File: src/rtl/ssd_pkg.sv
// Shared constants and types for the active-low 7-segment readers.
package ssd_pkg;

  localparam logic [6:0] SEG_BLANK = 7'h7F;

  // Active-low segment codes for digits 0..9 (bit0=a .. bit5=f, bit6=g).
  localparam logic [6:0] SEG_TABLE [0:9] = '{
    7'h40, 7'h79, 7'h24, 7'h30, 7'h19,
    7'h12, 7'h02, 7'h78, 7'h00, 7'h10
  };

  typedef enum logic {ACQUIRE, LOCKED} ssd_rd_state_t;

  typedef enum logic [1:0] {SEG_DIGIT, SEG_BLANK_C, SEG_ILLEGAL} seg_class_t;

endpackage

File: src/rtl/ssd_pattern_decode.sv
// Combinational classifier: active-low segment pattern -> digit / blank / illegal.
module ssd_pattern_decode
  import ssd_pkg::*;
(
  input  logic [6:0] seg_n,
  output seg_class_t seg_class,
  output logic [3:0] digit
);

  // Table lookup; anything that is neither a digit nor all-off is illegal.
  always_comb begin
    seg_class = SEG_ILLEGAL;
    digit     = 4'd0;
    if (seg_n == SEG_BLANK) begin
      seg_class = SEG_BLANK_C;
    end
    for (int i = 0; i < 10; i++) begin
      if (seg_n == SEG_TABLE[i]) begin
        seg_class = SEG_DIGIT;
        digit     = 4'(i);
      end
    end
  end

endmodule

File: src/rtl/ssd_reader.sv
// Display monitor: recovers the BCD digit from an active-low 7-segment bus,
// committing a pattern only after it has held for STABLE_CYCLES samples.
//
// state   | meaning
// --------+----------------------------------------------------------------
// ACQUIRE | waiting for the sampled pattern to hold; outputs keep last commit
// LOCKED  | current pattern committed; waiting for the bus to change
module ssd_reader
  import ssd_pkg::*;
#(
  parameter int STABLE_CYCLES = 4
) (
  input  logic       clk,
  input  logic       reset,
  input  logic [6:0] seg_n,
  output logic [3:0] digit,
  output logic       digit_valid,
  output logic       digit_strobe,
  output logic       blank,
  output logic       illegal,
  output logic [7:0] glitch_cnt
);

  localparam int CW = $clog2(STABLE_CYCLES + 1);
  localparam logic [CW-1:0] CNT_MAX = CW'(STABLE_CYCLES);

  ssd_rd_state_t state_q, state_d;
  logic [6:0]    seg_q, seg_d;
  logic [6:0]    seg_p_q, seg_p_d;
  logic [CW-1:0] cnt_q, cnt_d;
  logic          first_q, first_d;
  logic [3:0]    digit_q, digit_d;
  logic          valid_q, valid_d;
  logic          strobe_q, strobe_d;
  logic          blank_q, blank_d;
  logic          illegal_q, illegal_d;
  logic [7:0]    glitch_q, glitch_d;

  logic          changed;
  logic          commit;
  seg_class_t    dec_class;
  logic [3:0]    dec_digit;

  // cnt_q is the run length of seg_p_q, so the committed pattern is seg_p_q.
  ssd_pattern_decode u_decode (
    .seg_n     (seg_p_q),
    .seg_class (dec_class),
    .digit     (dec_digit)
  );

  // Next-state, stability counting, glitch accounting and commit.
  always_comb begin
    state_d   = state_q;
    seg_d     = seg_n;
    seg_p_d   = seg_q;
    cnt_d     = cnt_q;
    first_d   = first_q;
    digit_d   = digit_q;
    valid_d   = valid_q;
    strobe_d  = 1'b0;
    blank_d   = blank_q;
    illegal_d = illegal_q;
    glitch_d  = glitch_q;
    commit    = 1'b0;

    changed = (seg_q != seg_p_q);

    if (changed) begin
      cnt_d   = CW'(1);
      first_d = 1'b0;
    end else if (cnt_q != CNT_MAX) begin
      cnt_d = cnt_q + CW'(1);
    end

    case (state_q)
      ACQUIRE: begin
        if (cnt_q == CNT_MAX) begin
          commit = 1'b1;
          // A pattern that just made it is still committed; the new one restarts acquisition.
          if (!changed) state_d = LOCKED;
        end else if (changed && cnt_q != '0 && !first_q && glitch_q != 8'hFF) begin
          glitch_d = glitch_q + 8'd1;
        end
      end
      LOCKED: begin
        if (changed) state_d = ACQUIRE;
      end
      default: state_d = ACQUIRE;
    endcase

    if (commit) begin
      case (dec_class)
        SEG_DIGIT: begin
          strobe_d  = !valid_q || (dec_digit != digit_q);
          digit_d   = dec_digit;
          valid_d   = 1'b1;
          blank_d   = 1'b0;
          illegal_d = 1'b0;
        end
        SEG_BLANK_C: begin
          valid_d   = 1'b0;
          blank_d   = 1'b1;
          illegal_d = 1'b0;
        end
        default: begin
          valid_d   = 1'b0;
          blank_d   = 1'b0;
          illegal_d = 1'b1;
        end
      endcase
    end
  end

  // State and output registers with synchronous reset.
  always_ff @(posedge clk) begin
    if (reset) begin
      state_q   <= ACQUIRE;
      seg_q     <= SEG_BLANK;
      seg_p_q   <= SEG_BLANK;
      cnt_q     <= '0;
      first_q   <= 1'b1;
      digit_q   <= 4'd0;
      valid_q   <= 1'b0;
      strobe_q  <= 1'b0;
      blank_q   <= 1'b0;
      illegal_q <= 1'b0;
      glitch_q  <= 8'd0;
    end else begin
      state_q   <= state_d;
      seg_q     <= seg_d;
      seg_p_q   <= seg_p_d;
      cnt_q     <= cnt_d;
      first_q   <= first_d;
      digit_q   <= digit_d;
      valid_q   <= valid_d;
      strobe_q  <= strobe_d;
      blank_q   <= blank_d;
      illegal_q <= illegal_d;
      glitch_q  <= glitch_d;
    end
  end

  assign digit        = digit_q;
  assign digit_valid  = valid_q;
  assign digit_strobe = strobe_q;
  assign blank        = blank_q;
  assign illegal      = illegal_q;
  assign glitch_cnt   = glitch_q;

endmodule

File: config.mk
export PLATFORM = sky130hd
export DESIGN_NAME = ssd_reader
export DESIGN_NICKNAME = d
export VERILOG_FILES = /design/src/rtl/ssd_pkg.sv /design/src/rtl/ssd_pattern_decode.sv /design/src/rtl/ssd_reader.sv
export SDC_FILE = /design/constraint.sdc
export NUM_CORES = 1
export LEC_CHECK = 0
export ABC_CLOCK_PERIOD_IN_PS = 1600
export CORE_ASPECT_RATIO = 0.7
export CORE_UTILIZATION = 30
export CTS_CLUSTER_SIZE = 28
export DETAILED_ROUTE_END_ITERATION = 12
export PLACE_DENSITY = 0.55
export SLEW_MARGIN = 20
export SYNTH_ARGS = -nofsm -noshare
export SYNTH_HDL_FRONTEND = slang
export SYNTH_SLANG_ARGS = --single-unit
File: constraint.sdc
create_clock -name clk -period 1.6 [get_ports clk]
set_input_delay 0.24 -clock clk [delete_from_list [all_inputs] [get_ports clk]]
set_output_delay 0.24 -clock clk [all_outputs]
set_load 0.005 [all_outputs]
After elaboration in Yosys (flattened, before gate mapping) --
Cells that the tools add are included.
Word-level totals: register bits 35, input bits 9, output and inout bits 16, logic and storage cells 79
Cells by class: $add $sub $neg 2, eq/ne operators 16, mux-type cells 30, bitwise operators 4, reductions and logical operators 15
Operators with widths (number):
- $eq 7x7->1 const B | 4
- $mux 2 | 13
- $eq 7x5->1 const B | 3
- $eq 7x6->1 const B | 2
- $mux 3 | 4
- $mux 1 | 10
- $add 8x1->8 const B | 1
- $mux 4 | 2
- $ne 8x8->1 const B | 1
- $eq 7x2->1 const B | 1
- $logic_not 7->1 | 1
- $ne 7x7->1 | 1
- $ne 4x4->1 | 1
- $not 1->1 | 4
- $reduce_or 2->1 | 2
- $add 3x1->3 const B | 1
- $eq 3x3->1 const B | 1
- $logic_and 1x1->1 | 3
- $ne 3x3->1 const B | 1
- $reduce_and 3->1 | 1
- $reduce_bool 3->1 | 1
- $reduce_or 3->1 | 1
- $eq 2x1->1 const B | 1
- $logic_not 1->1 | 2
- other kinds (5) | 5

Logic depth before layout (Yosys ltp) --
depth in word-level cells 15, mapped depth 7, depth with buffers taken out 7

Modules after synthesis --
A second synthesis with hierarchy kept.
Unflattened totals: cells, all modules 173, area, all modules 1614.0 sq um
Modules (own cells, without submodules):
- ssd_reader | times used 1, cells an instance 142, area each 1407.6 sq um, seq. area each 700.7 sq um
- ssd_pattern_decode | times used 1, cells an instance 31, area each 206.4 sq um, seq. area each 0.0 sq um

Least setup slack after synthesis --
OpenSTA, ideal clock, no wires.
path type flip-flop to flip-flop, start point register seg_p_q[3], end point register strobe_q (netlist: digit_strobe), setup time 0.138 ns, arrival time 1.618 ns, data required time 1.462 ns, slack -0.156 ns, cell stages (with the launch flop) 7, buffers on the path 1, period minus slack after synthesis 1.756 ns, path through dfxtp_1 -> buf_6 -> nor4_4 -> nand2_1 -> a221o_1 -> a2111oi_0 -> a31oi_1
Between the ends: longest elaborated chain between the ends 15, elaborated cells on any way between the ends 36, those cells by class eq/ne (11); mux (20); bitwise (1); reduce/logical (4)
RTL lines:
- from (decl) | RTL line ssd_reader.sv:29 | logic [6:0] seg_p_q, seg_p_d;
- from (signal assigned) | RTL line ssd_reader.sv:131 | seg_p_q <= seg_p_d;
- $eq 7x7->1 | RTL line ssd_pattern_decode.sv:14 | if (seg_n == SEG_BLANK) begin
- $mux 2 | RTL line ssd_pattern_decode.sv:14
- $mux 2 (10 in a row) | RTL line ssd_pattern_decode.sv:18 | if (seg_n == SEG_TABLE[i]) begin
- $logic_not 2->1 | RTL line ssd_reader.sv:92 | case (dec_class)
- $not 1->1 (no line)
- $reduce_or 3->1 (no line)
- to (signal assigned) | RTL line ssd_reader.sv:136 | strobe_q <= strobe_d;
- to (decl) | RTL line ssd_reader.sv:34 | logic strobe_q, strobe_d;
Parallel ways exist; a longest one is shown, timed or not. A chain may end at the register's enable or synchronous reset.

Worst setup path in the final report --
Ends and elaborated chain as after synthesis.

==> results.yml <==
clock_tree:
  clock_latency_ps: 280
  clk_path_buf_depth: 2
  root_buffer: "clkbuf_8"
  cts_tree: "yes"
  cts_inserted_buffers: 5
  htree_levels: 2
  cts.sinks: 35
  cts_hold_buf: 0
  clk_pin_slew_ps: 70
die:
  die_x_um: 92.1
  die_y_um: 65.1
  core_um2: 5370
  die_area_um2: 5990
  start_util_pct: 31.7
  rows: 22
  pin_count: 25
sta:
  setup_viol: 6
  skew_ps: 6.81
  setup_ws_ps: -104
  relSlewSlack_pct: 78.7
  fin_crit_sh_pct: 107
  rsz0062_at_grt: "true"
  hold_viol: 0
  worstMarginPinSlew_ps: 318
  drv_slew: 0
  period_needed_ps: 1700
  max_freq_mhz: 587
yosys:
  async_flop_share_pct: 0
  synth-seq-cells: 35
  synth_top_cell_by_area: "dfxtp_1"
  ys.flop_type: "dfxtp_1"
  synthTopCellsByArea: "dfxtp_1 41%, or2_2 5.1%, nor2_1 4.2%"
  yosysTopAreaCellShare_pct: 41.1
  ys_seq_area_share_pct: 41.1
  yosysMostFrequentCell: "dfxtp_1"
  synth_edf_count: 0
  synth_cell_type_count: 46
  synthesis.nets: 202
  synth.cell_area_um2: 1700
  avgSynthCellArea_um2: 8.97
  ys_warn_count: 0
  synthTopCellsByCount: "35 x dfxtp_1, 19 x nor2_1, 14 x or2_2"
  synthCells: 190
routing:
  drtIter0Drc: 85
  wire_per_inst_um: 12.3
  dr_wl_met2_mm: 1.70
  vias: 1504
  wl_met3_um: 136
  antenna_left: 0
  route.detailed.drc: 0
  routed_via_density: 4.70
  wl_met1_mm: 2.09
  drt-total-wl_mm: 3.95
  dr.max_layer_used: "met4"
  drt-pass1-iter-count: 4
outcome:
  outcome: "complete, but fails checks"
  violations: "setup timing"
layout:
  areaGrowthSynthToFinish_pct: 50.1
  fin_area_um2: 2560
  layout-drive-gt1-share_pct: 37.1
  diodes: 0
  final_core_util_pct: 47.6
  num-nets-final: 259
placed_design:
  gp_congestion: 0.844
  dpl-instance-area_um2: 2280
  dpl.hpwl_mm: 2.82
  port-buffer-count: 24
setup_path:
  crit_required_ps: 1810
  crit_path_end_kind: "register"
  crit_path_start_kind: "register"
  r2r_end: "digit_strobe"
  reg2reg_slack_ps: -100
  r2r_cells: 5
  rr_startpoint: "seg_p_q[3]"
  crit_fanout: 6
  cp_data_arrival_time_ps: 1910
  critPathKind: "register to register"
power:
  ir_drop_mv: 0.397
  p_per_area_nw_per_um2: 727
  total_leakage_power_uw: 0.000906
global_route:
  grt_max_degree: 34
  grt_use_total_pct: 14.3
  grt.overflow.total: 0
  grt_antenna_before_repair: 0
  first_global_vias: 1434
  grt_pass1_wl_mm: 6.76
min_path:
  holdPathEnd: "seg_p_q[1]"
  hold_depth: 1
  hold_class: "register to register"
  hp-start: "seg_p_d[1]"
job:
  max-cap-violations: 0
[flip-flops by register name (all words and copies together), names as in the netlist]
signal,count
blank,1
cnt_q,3
digit,4
digit_strobe,1
digit_valid,1
first_q,1
glitch_cnt,8
illegal,1
seg_p_d,7
seg_p_q,7
state_q,1
[final cells by class]
type | instances | area [µm²]
fill | 528 | 2810
multi-input combinational | 140 | 1110
sequential | 35 | 713
timing repair buffer | 60 | 527
tap | 72 | 90.1
clock buffer | 6 | 82.6
inverter | 5 | 18.8
clock inverter | 2 | 16.3
[repair_timing]
action                     4_1_cts  5_1_grt
setup buffers                    0        2
pin swaps                        5       10
resized for setup               11       19
setup endpoints to repair       20       20
[placed cells by master (no fill, tap or decap), types with 3 or more instances in the layout]
cell and instances:
buf_4 34, dfxtp_1 29, clkdlybuf4s50_1 24, nor2_1 19, or2_2 14, nand2_1 10, a21oi_1 10, nand3_1 8
xnor2_1 8, clkbuf_8 6, inv_1 5, nand4_1 5, dfxtp_2 4, nor3_4 3, xor2_2 3, a2111oi_2 3
nand2b_1 3, nor3_1 3, a21o_1 3
[how the worst max path moves through the flow]
stage               start       endpoint  slack [ps]  cells past startpoint
5_1_grt        seg_p_q[3]   digit_strobe        -210                      5
6_report       seg_p_q[3]   digit_strobe        -100                      5
2_1_floorplan  seg_p_q[3]       digit[2]        -100                      6
3_5_place_dp   seg_p_q[6]  glitch_cnt[7]        -160                      5
3_3_place_gp   seg_p_q[3]   digit_strobe        -120                      5
4_1_cts        seg_p_q[3]   digit_strobe        -110                      5
[critical path, cell delays in order (launching register included)]
cell	delay, ps
dfxtp_2	320
or4b_4	540
a211oi_4	260
o221ai_2	190
a21o_1	190
a31oi_1	130
[cell families after synthesis]
kind of cell,count (synthesis),synth area share [%]
muxes,1,0.587
xor gates and xnor gates,15,7.71
and+or+nand+nor,82,27.8
AOI/OAI and AO/OA,39,16.4
DFF,35,41.1
adders and majority gates,3,2.20
buffers and inverters,15,4.11
[report_power, final]
part           switching [µW]  internal, µW
Combinational             118           137
Clock                     334           351
Sequential               25.3           895
[layer usage]
metal | GRT usage, % | vias to the layer above
met4 | 3.52 | 0
li1 | - | 782
met3 | 3.87 | 2
met1 | 20.1 | 693
met2 | 21.5 | 27
met5 | 0 | -
[metrics by stage]
step	cells	total power, µW	TNS (ps)	setup slack [ps]	hold slack [ps]
2_1_floorplan	190	1050	-368	-95.8	344
3_3_place_gp	310	1140	-975	-118	443
3_5_place_dp	310	1140	-1450	-156	446
4_1_cts	318	1850	-586	-106	470
5_1_grt	320	1950	-1280	-210	506
6_report	320	1860	-439	-104	475
No activity file was read; power rests on OpenSTA's default activity.
